**config.mk**
```make
export PLATFORM = sky130hd
export DESIGN_NAME = div_unit
export DESIGN_NICKNAME = d
export VERILOG_FILES = /design/src/rtl/div_defs_pkg.sv /design/src/rtl/div_step.sv /design/src/rtl/div_unit.sv
export SDC_FILE = /design/constraint.sdc
export NUM_CORES = 1
export LEC_CHECK = 0
export BUFFER_PORTS_ARGS = -buffer_cell sky130_fd_sc_hd__buf_4
export CORE_MARGIN = 3
export CORE_UTILIZATION = 35
export DETAILED_ROUTE_END_ITERATION = 8
export GPL_TIMING_DRIVEN = 0
export HOLD_SLACK_MARGIN = 0.1
export PLACE_DENSITY_LB_ADDON = 0.25
export SYNTH_ARGS = -nofsm -noshare
export SYNTH_HDL_FRONTEND = slang
export SYNTH_HIERARCHICAL = 1
export SYNTH_SLANG_ARGS = --single-unit
```
**constraint.sdc**
```tcl
create_clock -name clk -period 8.11 [get_ports clk]
set_clock_uncertainty 0.05 [all_clocks]
set_input_delay 1.2165 -clock clk [delete_from_list [all_inputs] [get_ports clk]]
set_output_delay 1.2165 -clock clk [all_outputs]
set_load 0.01 [all_outputs]
```
**src/rtl/div_defs_pkg.sv**
```systemverilog
`default_nettype none
// ============================================================================
// Module   : div_defs (package)
// Brief    : Shared divider constants and FSM state encodings
// Revision : 1.0  initial release
// ============================================================================
package div_defs;

    localparam int c_width = 32;
    localparam int c_iters = 32;
    localparam int c_cnt_w = 5;

    localparam logic [c_cnt_w-1:0] c_last_iter = 5'd31;

    localparam logic [0:0] c_st_idle = 1'b0;
    localparam logic [0:0] c_st_run  = 1'b1;

endpackage
`default_nettype wire

```
**src/rtl/div_step.sv**
```systemverilog
`default_nettype none
// ============================================================================
// Module   : div_step
// Brief    : One combinational radix-2 restoring division step
// Revision : 1.0  initial release
// ============================================================================
import div_defs::*;

module div_step #(
    parameter int WIDTH = c_width
) (
    input  logic [WIDTH:0]   rem_in,
    input  logic [WIDTH-1:0] dvsr,
    output logic [WIDTH-1:0] rem_out,
    output logic             qbit
);

    logic w_ge;

    // rem_in is already shifted, so it may carry one bit above WIDTH
    assign w_ge    = (rem_in >= {1'b0, dvsr});
    assign qbit    = w_ge;
    assign rem_out = w_ge ? WIDTH'(rem_in - {1'b0, dvsr}) : rem_in[WIDTH-1:0];

endmodule
`default_nettype wire

```
**src/rtl/div_unit.sv**
```systemverilog
`default_nettype none
// ============================================================================
// Module   : div_unit
// Brief    : Multi-cycle signed/unsigned divider, one quotient bit per cycle
// Revision : 1.0  initial release
// ============================================================================
import div_defs::*;

module div_unit #(
    parameter int WIDTH = c_width
) (
    input  logic             clk,
    input  logic             rst,
    input  logic             start,
    input  logic             is_signed,
    input  logic [WIDTH-1:0] dividend,
    input  logic [WIDTH-1:0] divisor,
    output logic [WIDTH-1:0] q,
    output logic [WIDTH-1:0] r,
    output logic             busy,
    output logic             done,
    output logic             div_zero
);

    logic [0:0]         r_state;
    logic [c_cnt_w-1:0] r_cnt;
    logic [WIDTH-1:0]   r_rem;
    logic [WIDTH-1:0]   r_quot;
    logic [WIDTH-1:0]   r_dvsr;
    logic [WIDTH-1:0]   r_dividend;
    logic [WIDTH-1:0]   r_q;
    logic [WIDTH-1:0]   r_r;
    logic               r_q_neg;
    logic               r_r_neg;
    logic               r_dz;
    logic               r_done;

    logic               w_accept;
    logic               w_last;
    logic               w_a_neg;
    logic               w_b_neg;
    logic [WIDTH-1:0]   w_a_mag;
    logic [WIDTH-1:0]   w_b_mag;
    logic [WIDTH:0]     w_step_in;
    logic [WIDTH-1:0]   w_rem_next;
    logic               w_qbit;
    logic [WIDTH-1:0]   w_quot_next;
    logic [WIDTH-1:0]   w_q_fin;
    logic [WIDTH-1:0]   w_r_fin;

    assign w_accept = start && (r_state == c_st_idle);
    assign w_last   = (r_state == c_st_run) && (r_cnt == c_last_iter);

    // Magnitudes stay unsigned so the most negative value negates to itself
    assign w_a_neg = is_signed & dividend[WIDTH-1];
    assign w_b_neg = is_signed & divisor[WIDTH-1];
    assign w_a_mag = w_a_neg ? -dividend : dividend;
    assign w_b_mag = w_b_neg ? -divisor  : divisor;

    assign w_step_in = {r_rem, r_quot[WIDTH-1]};

    div_step #(.WIDTH(WIDTH)) u_step (
        .rem_in  (w_step_in),
        .dvsr    (r_dvsr),
        .rem_out (w_rem_next),
        .qbit    (w_qbit)
    );

    assign w_quot_next = {r_quot[WIDTH-2:0], w_qbit};

    assign w_q_fin = r_dz    ? '1         :
                     r_q_neg ? -w_quot_next : w_quot_next;
    assign w_r_fin = r_dz    ? r_dividend :
                     r_r_neg ? -w_rem_next  : w_rem_next;

    always_ff @(posedge clk or posedge rst) begin
        if (rst) begin
            r_state    <= c_st_idle;
            r_cnt      <= '0;
            r_rem      <= '0;
            r_quot     <= '0;
            r_dvsr     <= '0;
            r_dividend <= '0;
            r_q        <= '0;
            r_r        <= '0;
            r_q_neg    <= 1'b0;
            r_r_neg    <= 1'b0;
            r_dz       <= 1'b0;
            r_done     <= 1'b0;
        end else begin
            r_done <= 1'b0;
            if (w_accept) begin
                r_state    <= c_st_run;
                r_cnt      <= '0;
                r_rem      <= '0;
                r_quot     <= w_a_mag;
                r_dvsr     <= w_b_mag;
                r_dividend <= dividend;
                r_q_neg    <= w_a_neg ^ w_b_neg;
                r_r_neg    <= w_a_neg;
                r_dz       <= (divisor == '0);
            end else if (r_state == c_st_run) begin
                r_rem  <= w_rem_next;
                r_quot <= w_quot_next;
                r_cnt  <= r_cnt + c_cnt_w'(1);
                // q/r only change here, so partial results never leak out
                if (w_last) begin
                    r_state <= c_st_idle;
                    r_done  <= 1'b1;
                    r_q     <= w_q_fin;
                    r_r     <= w_r_fin;
                end
            end
        end
    end

    assign q        = r_q;
    assign r        = r_r;
    assign busy     = (r_state == c_st_run);
    assign done     = r_done;
    assign div_zero = r_dz;

endmodule
`default_nettype wire

```
==> qor.txt, run 1 <==
====================================================================================================
Status                                                                                  finished, final reports clean
Longest Clk Path Bufs                                                                              3
Total Neg Setup Slack                                                                           0 ps
Residual overflow from global routing                                                              0
Routed length per placed instance                                                            20.1 um
Final routed DRC violation total                                                                   0
Die W                                                                                         200 um
Number of rows in the core area                                                                   70
Top FF cell, synth                                                                           dfrtp_1
Buffer count from post-CTS setup fixing                                                            0
Minimum hold slack                                                                            416 ps
Number of buffers created by CTS                                                                  25
Clock Latency Late Sink                                                                       560 ps
Synthesized cell area                                                                      13200 um2
CP bufs+invs                                                                                       5
Power per Cell Area                                                                       500 nW/um2
Count of antenna-violating nets left after detailed routing                                        0
Via density                                                                                     5.62
Yosys reg bits                                                                                   202
Proportion of synthesized flip-flops having asynchronous set or reset                           100%
Filler cells                                                                                    3727
Number of max-cap violations                                                                       0
Core region area                                                                           36900 um2
Vias in the first global route                                                                 11990
Worst setup path category                                                                    reg2reg
Die height                                                                                    200 um
Io pins                                                                                          135
Delay contributed by the slowest stage of the critical path                                   500 ps
Final weighted congestion in routability-driven placement                                      0.890
Max IR drop VDD                                                                             0.191 mV
Total global-route track usage                                                                 21.7%
Highest-delay cell along the critical path                                                   o31ai_1
Largest fanout on the critical path                                                               10
Required time of the worst setup path                                                        8480 ps
Max-slew headroom at the worst pin                                                             30.7%
Maximum level of the CTS H-tree                                                                    1
Number of nets in the synthesized netlist                                                       1645
Critical Path Sink Type                                                                    flip-flop
Via Count                                                                                      12492
Total wire length                                                                           44700 um
Arrival time at the worst endpoint                                                           6010 ps
Number of port buffers                                                                           133
Share of the clock period used by the worst path                                               69.5%
Cell count after synthesis                                                                      1538
Antenna Diode Count                                                                                0
Clock Sinks                                                                                      202
CP Launch Type                                                                             flip-flop
Setup slack on the worst flop-to-flop path                                                   2470 ps
Detailed placer's ending HPWL                                                               34600 um
Minimum clock period after layout                                                            5640 ps
Least setup slack across all paths after layout                                              2470 ps
Highest achievable clock rate                                                              0.177 GHz
Mean cell area of the mapped netlist                                                        8.59 um2
Measured slew at the worst slew-check pin                                                    1030 ps
Number of buffers added to fix hold violations after cts                                           0
Ordered cell list for the critical path                                                 inv_1 -> ha_1 -> clkbuf_1 -> a211oi_1 -> o21bai_1 -> a21o_1 -> a221oi_1 -> a31o_2 -> a21o_1 -> and2_4 -> buf_6 -> buf_2 -> o21ai_1 -> inv_1 -> ha_1 -> nor3b_1 -> nand3_1 -> o31ai_1 -> mux2i_1 -> nand3_1
Path category of the worst min-delay check                                                   reg2reg
Cell family with the largest share of critical-path delay                               compound AO/OA/AOI/OAI gates
Synth warnings                                                                                     6
Post-cts repair resize count                                                                       0
Most frequent cells in the layout                                                       nand2_1, dfrtp_1, buf_4
Number of antenna violations at the first check in global routing                                  0
CTS tree                                                                                         yes
Leading cell type in the layout, fill and taps excluded                                      nand2_1
Reported leakage power                                                                       6.71 nW
Number of synthesized flops with an enable pin                                                     0
Seq/Total Area, Yosys                                                                          38.2%
Clock-pin slew reported for the worst setup and hold paths after clock tree synthesis          60 ps
Unrepaired setup endpoints after global routing                                                false
Pre-Repair DR Iteration Count                                                                      6
Die ar.                                                                                    40100 um2
Setup WS pre-CTS                                                                             2590 ps
Violation count after the first detailed-route iteration                                        1069
Share of the core filled with cells                                                            42.7%
Net count reported at finish                                                                    1806
Number of endpoints with negative hold slack in the final report                                   0
Fraction of layout cells with a size suffix above 1                                            13.8%
First-pass GRT wire length                                                                  70100 um
Number of setup violations in the final report                                                     0
Number of distinct standard cells referenced by the synthesized netlist                           76
Root buffer cell                                                                           clkbuf_16
Area added between synthesis and finish                                                        19.0%
Largest net degree at the start of global routing                                                123
Initial core utilization                                                                       35.8%
Slew Viols, Final                                                                                  0
====================================================================================================
stage by stage:
stage	std cells	total power, W	instance area (um2)
after floorplan	1538	0.00520	13200
after global placement	2175	0.00658	14800
after detailed placement	2176	0.00665	14900
after CTS	2222	0.00785	15700
after global routing	2222	0.00847	15700
final	2222	0.00787	15700
layout make-up:
type                       instances  area (um2)  area share (%)
clock inverter                    15         175            1.11
clock buffer                      31         678            4.31
sequential                       202        5050            32.1
timing repair buffer             134        1030            6.52
inverter                          63         244            1.55
buffer                            93         383            2.43
tap                              504         631            4.01
multi-input combinational       1180        7540            47.9
power by group:
group | switching [W] | leakage, nW | total, W | internal [W]
Combinational | 0.00283 | 3.89 | 0.00482 | 0.00198
Sequential | 0.000409 | 2.40 | 0.00189 | 0.00148
Clock | 0.000472 | 0.413 | 0.00117 | 0.000694
cells in the mapped netlist, types with 6 or more instances:
cell	instances	area (um2)
clkbuf_1	77	289
o21a_1	9	67.6
nor3b_1	22	165
o41ai_1	20	175
nor4_1	20	125
a211oi_1	7	52.6
or4_1	9	67.6
nand3_1	56	280
nor3_1	29	145
dfrtp_1	202	5050
inv_1	60	225
a22o_1	31	272
and3_1	24	150
o31ai_1	37	278
o21ai_1	11	55.1
nand4_1	15	93.8
buf_1	9	33.8
xnor2_1	38	333
xor2_1	73	639
or3_1	30	188
mux2_4	14	210
a21oi_1	96	480
and2_1	8	50.1
nor2_1	95	357
a221oi_1	6	52.6
mux2i_1	23	230
nand3b_1	8	60.1
nand2_1	203	762
or2_2	14	87.6
nor2b_1	10	62.6
a31oi_1	21	131
a21o_1	14	105
ha_1	38	475
o21ai_0	121	606
flip-flops by register name, summed over array words and instances, names as in the netlist:
signal / flops
r_dividend: 32
q: 32
done: 1
r_r_neg: 1
div_zero: 1
r_quot: 32
r_dvsr: 32
r_cnt: 5
r_rem: 32
busy: 1
r_q_neg: 1
r: 32
per-layer routing:
metal / up-vias / global-route usage, % / part of all wire [%]
met3: 60 / 2.83 / 7.4
met5: - / 0 / 0
met4: 0 / 6.05 / 2.5
met2: 444 / 32.0 / 42
li1: 5880 / - / -
met1: 6108 / 33.2 / 48
cells by family after synthesis:
| kind of cell | share of synthesized area (%) |
|---|---|
| flip-flops | 38.2 |
| AND/OR/NAND/NOR | 21.6 |
| buffers and inverters | 4.69 |
| XOR/XNOR | 7.36 |
| adder cells (fa/ha/maj) | 3.75 |
| AO/OA/AOI/OAI | 20.6 |
| multiplexers | 3.84 |
worst min-delay path, cell delays in order (launching register included):
cell and delay [ps]:
dfrtp_1 330, nand2_1 50, nand2_1 50
final timing paths:
| path | cells after the start | to | startpoint |
|---|---|---|---|
| worst max-delay path | 20 | r[22] | r_dvsr[22] |
| worst min-delay path | 2 | r_dividend[30] | r_dividend[30] |
| worst max register to register | 20 | r[22] | r_dvsr[22] |
| worst min register to register | 2 | r_dividend[30] | r_dividend[30] |
| max in group asynchronous | 3 | r_dvsr[16] | rst |
| min in group asynchronous | 2 | r_quot[21] | rst |
Power figures use the tool's default switching activity.
==> run 2: changes to the inputs <==
==> constraint.sdc (replaced) <==
create_clock -name clk -period 5.2 [get_ports clk]
set_clock_uncertainty 0.05 [all_clocks]
set_input_delay 0.78 -clock clk [delete_from_list [all_inputs] [get_ports clk]]
set_output_delay 0.78 -clock clk [all_outputs]
set_load 0.01 [all_outputs]
==> qor.txt, run 2 (synthesis gave the netlist of run 1 again) <==
====================================================================================================
Core region area                                                                           36900 um2   unchanged
Setup WS pre-CTS                                                                             -376 ps   was 2590 ps
Number of setup violations in the final report                                                     0   unchanged
Final routed DRC violation total                                                                   0   unchanged
Via density                                                                                     5.63   was 5.62
Die W                                                                                         200 um   unchanged
Met1 track utilization from global routing                                                     32.6%   was 33.2%
Fraction of layout cells with a size suffix above 1                                            15.3%   was 13.8%
CP Launch Type                                                                             flip-flop   unchanged
Violation count after the first detailed-route iteration                                        1175   was 1069
First-pass GRT wire length                                                                  70700 um   was 70100 um
Number of buffers created by CTS                                                                  24   was 25
Final weighted congestion in routability-driven placement                                      0.894   was 0.890
Measured slew at the worst slew-check pin                                                    1060 ps   was 1030 ps
Dominant cell type by count on the critical path                                               buf_6
Clock Sinks                                                                                      202   unchanged
Path category of the worst min-delay check                                                  in2async   was reg2reg
Number of endpoints with negative hold slack in the final report                                   0   unchanged
Unrepaired setup endpoints after global routing                                                false   unchanged
Die height                                                                                    200 um   unchanged
Met3 track demand over resource                                                                3.64%   was 2.83%
Status                                                                                  finished, final reports clean   unchanged
Number of max-cap violations                                                                       0   unchanged
Highest-delay cell along the critical path                                                     or3_4   was o31ai_1
Least setup slack across all paths after layout                                               115 ps   was 2470 ps
GRT met2 Usage                                                                                 32.8%   was 32.0%
Critical Path Sink Type                                                                    flip-flop   unchanged
Number of port buffers                                                                           133   unchanged
Ordered cell list for the critical path                                                 ha_1 -> buf_2 -> nand3_1 -> o31a_1 -> a41oi_2 -> o2111ai_2 -> a31o_2 -> a21o_4 -> and2_4 -> buf_6 -> buf_6 -> mux2_4 -> or3_4 -> or3_1 -> buf_4 -> o41ai_2 -> xor2_1 -> o22ai_1   was inv_1 -> ha_1 -> clkbuf_1 -> a211oi_1 -> o21bai_1 -> a21o_1 -> a221oi_1 -> a31o_2 -> a21o_1 -> and2_4 -> buf_6 -> buf_2 -> o21ai_1 -> inv_1 -> ha_1 -> nor3b_1 -> nand3_1 -> o31ai_1 -> mux2i_1 -> nand3_1
Clock Latency Late Sink                                                                       540 ps   was 560 ps
Global routing's busiest layer                                                                  met2   was met1
Total global-route track usage                                                                 21.7%   about the same
Max IR drop VDD                                                                             0.297 mV   was 0.191 mV
Initial core utilization                                                                       35.8%   unchanged
Share of the clock period used by the worst path                                               97.8%   was 69.5%
Maximum level of the CTS H-tree                                                                    1   unchanged
Largest net degree at the start of global routing                                                 41   was 123
Number of standard cells in the layout, taps in and fillers out                                 2221   was 2222
Placed instance count                                                                           2180   was 2176
Most frequent cells in the layout                                                       nand2_1, dfrtp_1, buf_4   unchanged
Reported leakage power                                                                       6.75 nW   was 6.71 nW
Delay contributed by the slowest stage of the critical path                                   440 ps   was 500 ps
Required time of the worst setup path                                                        5530 ps   was 8480 ps
Io pins                                                                                          135   unchanged
Count of antenna-violating nets left after detailed routing                                        0   unchanged
Max-slew headroom at the worst pin                                                             29.0%   was 30.7%
Root buffer cell                                                                           clkbuf_16   unchanged
Number of rows in the core area                                                                   70   unchanged
Filler cells                                                                                    3697   was 3727
Largest fanout on the critical path                                                               10   unchanged
Detailed placer's ending HPWL                                                               34900 um   was 34600 um
Vias in the first global route                                                                 12177   was 11990
Net count reported at finish                                                                    1808   was 1806
Antenna Diode Count                                                                                0   unchanged
Residual overflow from global routing                                                              0   unchanged
Leading cell type in the layout, fill and taps excluded                                      nand2_1   unchanged
Highest achievable clock rate                                                              0.197 GHz   was 0.177 GHz
Number of buffers added to fix hold violations after cts                                           0   unchanged
Pre-Repair DR Iteration Count                                                                      5   was 6
Via Count                                                                                      12505   was 12492
Slew Viols, Final                                                                                  0   unchanged
Routed length per placed instance                                                            20.3 um   was 20.1 um
Total wire length                                                                           45000 um   was 44700 um
Clock-pin slew reported for the worst setup and hold paths after clock tree synthesis          70 ps   was 60 ps
CTS tree                                                                                         yes   unchanged
Area added between synthesis and finish                                                        20.6%   was 19.0%
Power per Cell Area                                                                       782 nW/um2   was 500 nW/um2
Number of antenna violations at the first check in global routing                                  1   was 0
Die ar.                                                                                    40100 um2   unchanged
Longest Clk Path Bufs                                                                              3   unchanged
Arrival time at the worst endpoint                                                           5410 ps   was 6010 ps
Minimum clock period after layout                                                            5090 ps   was 5640 ps
FF-to-FF path depth                                                                               18   was 20
Worst setup path category                                                                    reg2reg   unchanged
====================================================================================================
==> run 2: cell count changes in the layout (fill, tap and decap cells not counted), sizes merged <==
| cell | delta |
|---|---|
| inv | -2 |
| bufinv | -1 |
| clkinv | -2 |
| clkinvlp | -2 |
| buf | +5 |
| clkbuf | +1 |
==> run 2: per-stage QoR <==
stage	setup TNS, ps	cell area [um2]	util [%]	hold slack (ps)	power, W
floorplan	0	13200	-	387	0.00811
global placement	-1010	14900	40.3	408	0.0102
detailed placement	-2100	15000	40.5	409	0.0103
CTS	0	15800	42.9	272	0.0122
global route	0	15900	43.2	297	0.0134
finish	0	15900	43.2	270	0.0125
==> run 2: cell type report <==
| type | count | area [um2] | share of cell area (%) |
|---|---|---|---|
| well taps | 504 | 631 | 3.96 |
| plain buffers | 91 | 378 | 2.37 |
| inverters | 63 | 240 | 1.51 |
| flip-flops and latches | 202 | 5050 | 31.7 |
| multi-input cells | 1180 | 7730 | 48.5 |
| clock buffers | 34 | 698 | 4.38 |
| clock inverters | 8 | 104 | 0.651 |
| repair buffers | 139 | 1110 | 6.94 |
==> run 2: power by group <==
| part | switching, W | internal, W | total, W | leakage, nW |
|---|---|---|---|---|
| clock network | 0.000703 | 0.00103 | 0.00173 | 0.395 |
| logic | 0.00458 | 0.00320 | 0.00778 | 3.95 |
| registers | 0.000641 | 0.00231 | 0.00295 | 2.40 |
==> run 2: worst paths after layout <==
path	end	from	slack (ps)
max in group asynchronous	div_zero	rst	3680
setup reg to reg	r[21]	r_rem[9]	110
min in group clk	r_dividend[20]	r_dividend[20]	420
hold / removal	q[29]	rst	270
hold reg to reg	r_dividend[20]	r_dividend[20]	420
setup / recovery	r[21]	r_rem[9]	110
==> run 2: critical path: cells and delay by family, from the launching register on <==
family | cells | cell delay [ps]
AO/OA/AOI/OAI | 7 | 1780
adder cells (fa/ha/maj) | 1 | 290
AND/OR/NAND/NOR | 4 | 1080
XOR/XNOR | 1 | 230
buffers and inverters | 4 | 690
flip-flops | 1 | 430
multiplexers | 1 | 370
==> run 2: layer usage <==
metal  part of all wire [%]  vias to the layer above  wire [um]
li1                       -                     5878          -
met1                     48                     6130      21400
met2                     43                      441      19300
met3                    7.4                       56       3340
met4                    2.0                        0        912
met5                      0                        -          0
==> run 2: what timing repair did <==
| item | CTS | global route |
|---|---|---|
| endpoints found under the setup margin | 17 | 27 |
| pin swaps | 0 | 0 |
| resized for setup | 8 | 25 |
| buffers inserted | 0 | 1 |
==> run 3: changes to the inputs <==
--- a/config.mk
+++ b/config.mk
@@ -5,6 +5,7 @@
 export SDC_FILE = /design/constraint.sdc
 export NUM_CORES = 1
 export LEC_CHECK = 0
+export ABC_AREA = 1
 export BUFFER_PORTS_ARGS = -buffer_cell sky130_fd_sc_hd__buf_4
 export CORE_MARGIN = 3
 export CORE_UTILIZATION = 35
==> qor.txt, run 3 <==
====================================================================================================
Clock Sinks                                                                                      202   unchanged
CP Launch Type                                                                             flip-flop   unchanged
Antenna Diode Count                                                                                0   unchanged
Number of endpoints with negative hold slack in the final report                                   0   unchanged
Placed instance count                                                                           3011   was 2180
Dominant cell by count in the synthesized netlist                                            nand2_1   unchanged
Worst setup path category                                                                    reg2reg   unchanged
Max-slew headroom at the worst pin                                                             44.0%   was 29.0%
Unrepaired setup endpoints after global routing                                                false   unchanged
Power after layout                                                                          0.0140 W   was 0.0125 W
Seq/Total Area, Yosys                                                                          33.4%   was 38.2%
Count of antenna-violating nets left after detailed routing                                        0   unchanged
Arrival time at the worst endpoint                                                           4150 ps   was 5410 ps
Die height                                                                                    214 um   was 200 um
Synth warnings                                                                                     6   unchanged
Number of nets in the synthesized netlist                                                       2402   was 1645
Post-cts repair resize count                                                                       0   was 8
First-pass GRT wire length                                                                  88900 um   was 70700 um
Setup WS pre-CTS                                                                             1450 ps   was -376 ps
Status                                                                                  finished, final reports clean   unchanged
Core region area                                                                           42300 um2   was 36900 um2
Least setup slack across all paths after layout                                              1420 ps   was 115 ps
CTS tree                                                                                         yes   unchanged
Leading cell type in the layout, fill and taps excluded                                      nand2_1   unchanged
Vias in the first global route                                                                 14980   was 12177
Number of rows in the core area                                                                   75   was 70
Final weighted congestion in routability-driven placement                                      0.960   was 0.894
Die W                                                                                         214 um   was 200 um
Fraction of layout cells with a size suffix above 1                                            15.1%   was 15.3%
Via Count                                                                                      15611   was 12505
Total Neg Setup Slack                                                                           0 ps   unchanged
Number of synthesized flops with an enable pin                                                     0   unchanged
Number of max-cap violations                                                                       0   unchanged
Largest fanout on the critical path                                                                8   was 10
Filler cells                                                                                    4469   was 3697
Placed standard-cell area                                                                  17000 um2   was 15000 um2
Number of buffers created by CTS                                                                  25   was 24
Reported leakage power                                                                       9.24 nW   was 6.75 nW
Number of antenna violations at the first check in global routing                                  1   unchanged
Measured slew at the worst slew-check pin                                                     841 ps   was 1060 ps
Number of setup violations in the final report                                                     0   unchanged
Final routed DRC violation total                                                                   0   unchanged
Initial core utilization                                                                       35.8%   about the same
Post-route cell area                                                                       17900 um2   was 15900 um2
Area taken by multi-input logic gates                                                       8450 um2   was 7730 um2
FF-to-FF path depth                                                                               20   was 18
Mean cell area of the mapped netlist                                                        6.60 um2   was 8.59 um2
Largest net degree at the start of global routing                                                 43   was 41
Pre-Repair DR Iteration Count                                                                      5   unchanged
Sequential cell area                                                                        5050 um2   unchanged
Violation count after the first detailed-route iteration                                        1674   was 1175
Proportion of synthesized flip-flops having asynchronous set or reset                           100%   unchanged
Number of distinct standard cells referenced by the synthesized netlist                           54   was 76
Clock-pin slew reported for the worst setup and hold paths after clock tree synthesis          60 ps   was 70 ps
Slew Viols, Final                                                                                  0   unchanged
Longest Clk Path Bufs                                                                              3   unchanged
Highest achievable clock rate                                                              0.265 GHz   was 0.197 GHz
Number of standard cells in the layout, taps in and fillers out                                 3054   was 2221
Setup slack on the worst flop-to-flop path                                                   1420 ps   was 110 ps
Cell count after synthesis                                                                      2295   was 1538
Io pins                                                                                          135   unchanged
Required time of the worst setup path                                                        5570 ps   was 5530 ps
Total global-route track usage                                                                 24.9%   was 21.7%
Yosys reg bits                                                                                   202   unchanged
Capture point of the worst reg-to-reg path                                                     r[22]   was r[21]
Cells taking the most area after synthesis                                              dfrtp_1, nand2_1, inv_1, nand3_1, nor2_1   was dfrtp_1, nand2_1, xor2_1, o21ai_0, a21oi_1
Root buffer cell                                                                           clkbuf_16   unchanged
Area added between synthesis and finish                                                        18.0%   was 20.6%
Power per Cell Area                                                                       783 nW/um2   was 782 nW/um2
Top FF cell, synth                                                                           dfrtp_1   unchanged
Number of port buffers                                                                           134   was 133
Origin of the critical flop-to-flop path                                                  r_dvsr[29]   was r_rem[9]
Net count reported at finish                                                                    2568   was 1808
Max IR drop VDD                                                                             0.275 mV   was 0.297 mV
Synthesized cell area                                                                      15100 um2   was 13200 um2
Dominant cell type by area after synthesis                                                   dfrtp_1   unchanged
Die ar.                                                                                    45800 um2   was 40100 um2
Buffer count from post-CTS setup fixing                                                            0   unchanged
Detailed placer's ending HPWL                                                               47400 um   was 34900 um
Clock Latency Late Sink                                                                       540 ps   about the same
Most frequent cells in the layout                                                       nand2_1, inv_1, nor2_1   was nand2_1, dfrtp_1, buf_4
Residual overflow from global routing                                                              0   unchanged
Maximum level of the CTS H-tree                                                                    1   unchanged
Number of buffers added to fix hold violations after cts                                           0   unchanged
Share of the clock period used by the worst path                                               72.6%   was 97.8%
Path category of the worst min-delay check                                                  in2async   unchanged
Commonest cells in the netlist                                                          nand2_1, inv_1, nor2_1, nand3_1, dfrtp_1   was nand2_1, dfrtp_1, o21ai_0, a21oi_1, nor2_1
Total wire length                                                                           58600 um   was 45000 um
Routed length per placed instance                                                            19.2 um   was 20.3 um
Minimum clock period after layout                                                            3780 ps   was 5090 ps
Fraction of synthesized cell area taken by the top area cell type                              33.4%   was 38.2%
Critical Path Sink Type                                                                    flip-flop   unchanged
Via density                                                                                     5.11   was 5.63
====================================================================================================
## run 3: worst max path at each step
| stage | from | to | slack (ps) | cells past startpoint |
|---|---|---|---|---|
| CTS | r_dvsr[29] | r[22] | 1440 | 20 |
| floorplan | rst | busy | 1750 | 1 |
| detailed placement | r_dvsr[29] | r[22] | 1450 | 20 |
| global placement | rst | r[30] | 380 | 2 |
| finish | r_dvsr[29] | r[22] | 1420 | 20 |
| global route | r_dvsr[28] | r[22] | 1170 | 21 |
## run 3: where the power goes
group	internal [W]	switching [W]	leakage (nW)	total, W
logic	0.00300	0.00598	6.37	0.00897
registers	0.00237	0.000726	2.44	0.00310
clock network	0.00120	0.000712	0.438	0.00191
## run 3: critical path, cell delays in order (launching register included)
cell and delay (ps):
dfrtp_1 350, inv_1 140, ha_1 400, nand2_1 170, nor3_2 260, nand2_1 160
a21oi_1 350, nor2_4 120, nand2_8 130, nand2_1 50, o21ai_0 120, inv_1 150
ha_1 250, nand3_2 150, nor2_1 60, nand2_1 80, nand2_1 130, nand3_1 130
nand2_1 50, o21ai_0 250, nand2_1 90
## run 3: cell type report
class | count | share of cell area, %
sequential | 202 | 28.3
clock buffer | 29 | 3.70
buffer | 78 | 2.48
clock inverter | 14 | 1.29
timing repair buffer | 139 | 6.19
inverter | 319 | 6.74
tap | 577 | 4.04
multi-input combinational | 1696 | 47.3
## run 3: kinds of logic (layout without fill, tap and decap cells)
group                    Yosys count  count (layout)  synth area share, %
AO/OA/AOI/OAI                    303             303                 11.3
adder cells (fa/ha/maj)           39              39                 3.27
XOR/XNOR                          29              29                 1.68
AND/OR/NAND/NOR                 1325            1325                 39.5
flip-flops                       202             202                 33.4
buffers and inverters            397             579                 10.8
## run 3: routing by layer
layer	up-vias	global-route usage (%)	routed length, um	part of all wire, %
met5	-	0	7	0.012
met4	2	7.84	1800	3.1
met3	95	3.83	4310	7.4
met2	548	40.1	26300	45
met1	7303	34.5	26200	45
li1	7663	-	-	-
## run 3: stage by stage
stage / hold slack, ps / utilization [%]
final: 305 / 42.2
after global routing: 351 / 42.2
after CTS: 314 / 42.2
after detailed placement: 418 / 40.1
after global placement: 413 / 39.9
after floorplan: 398 / -
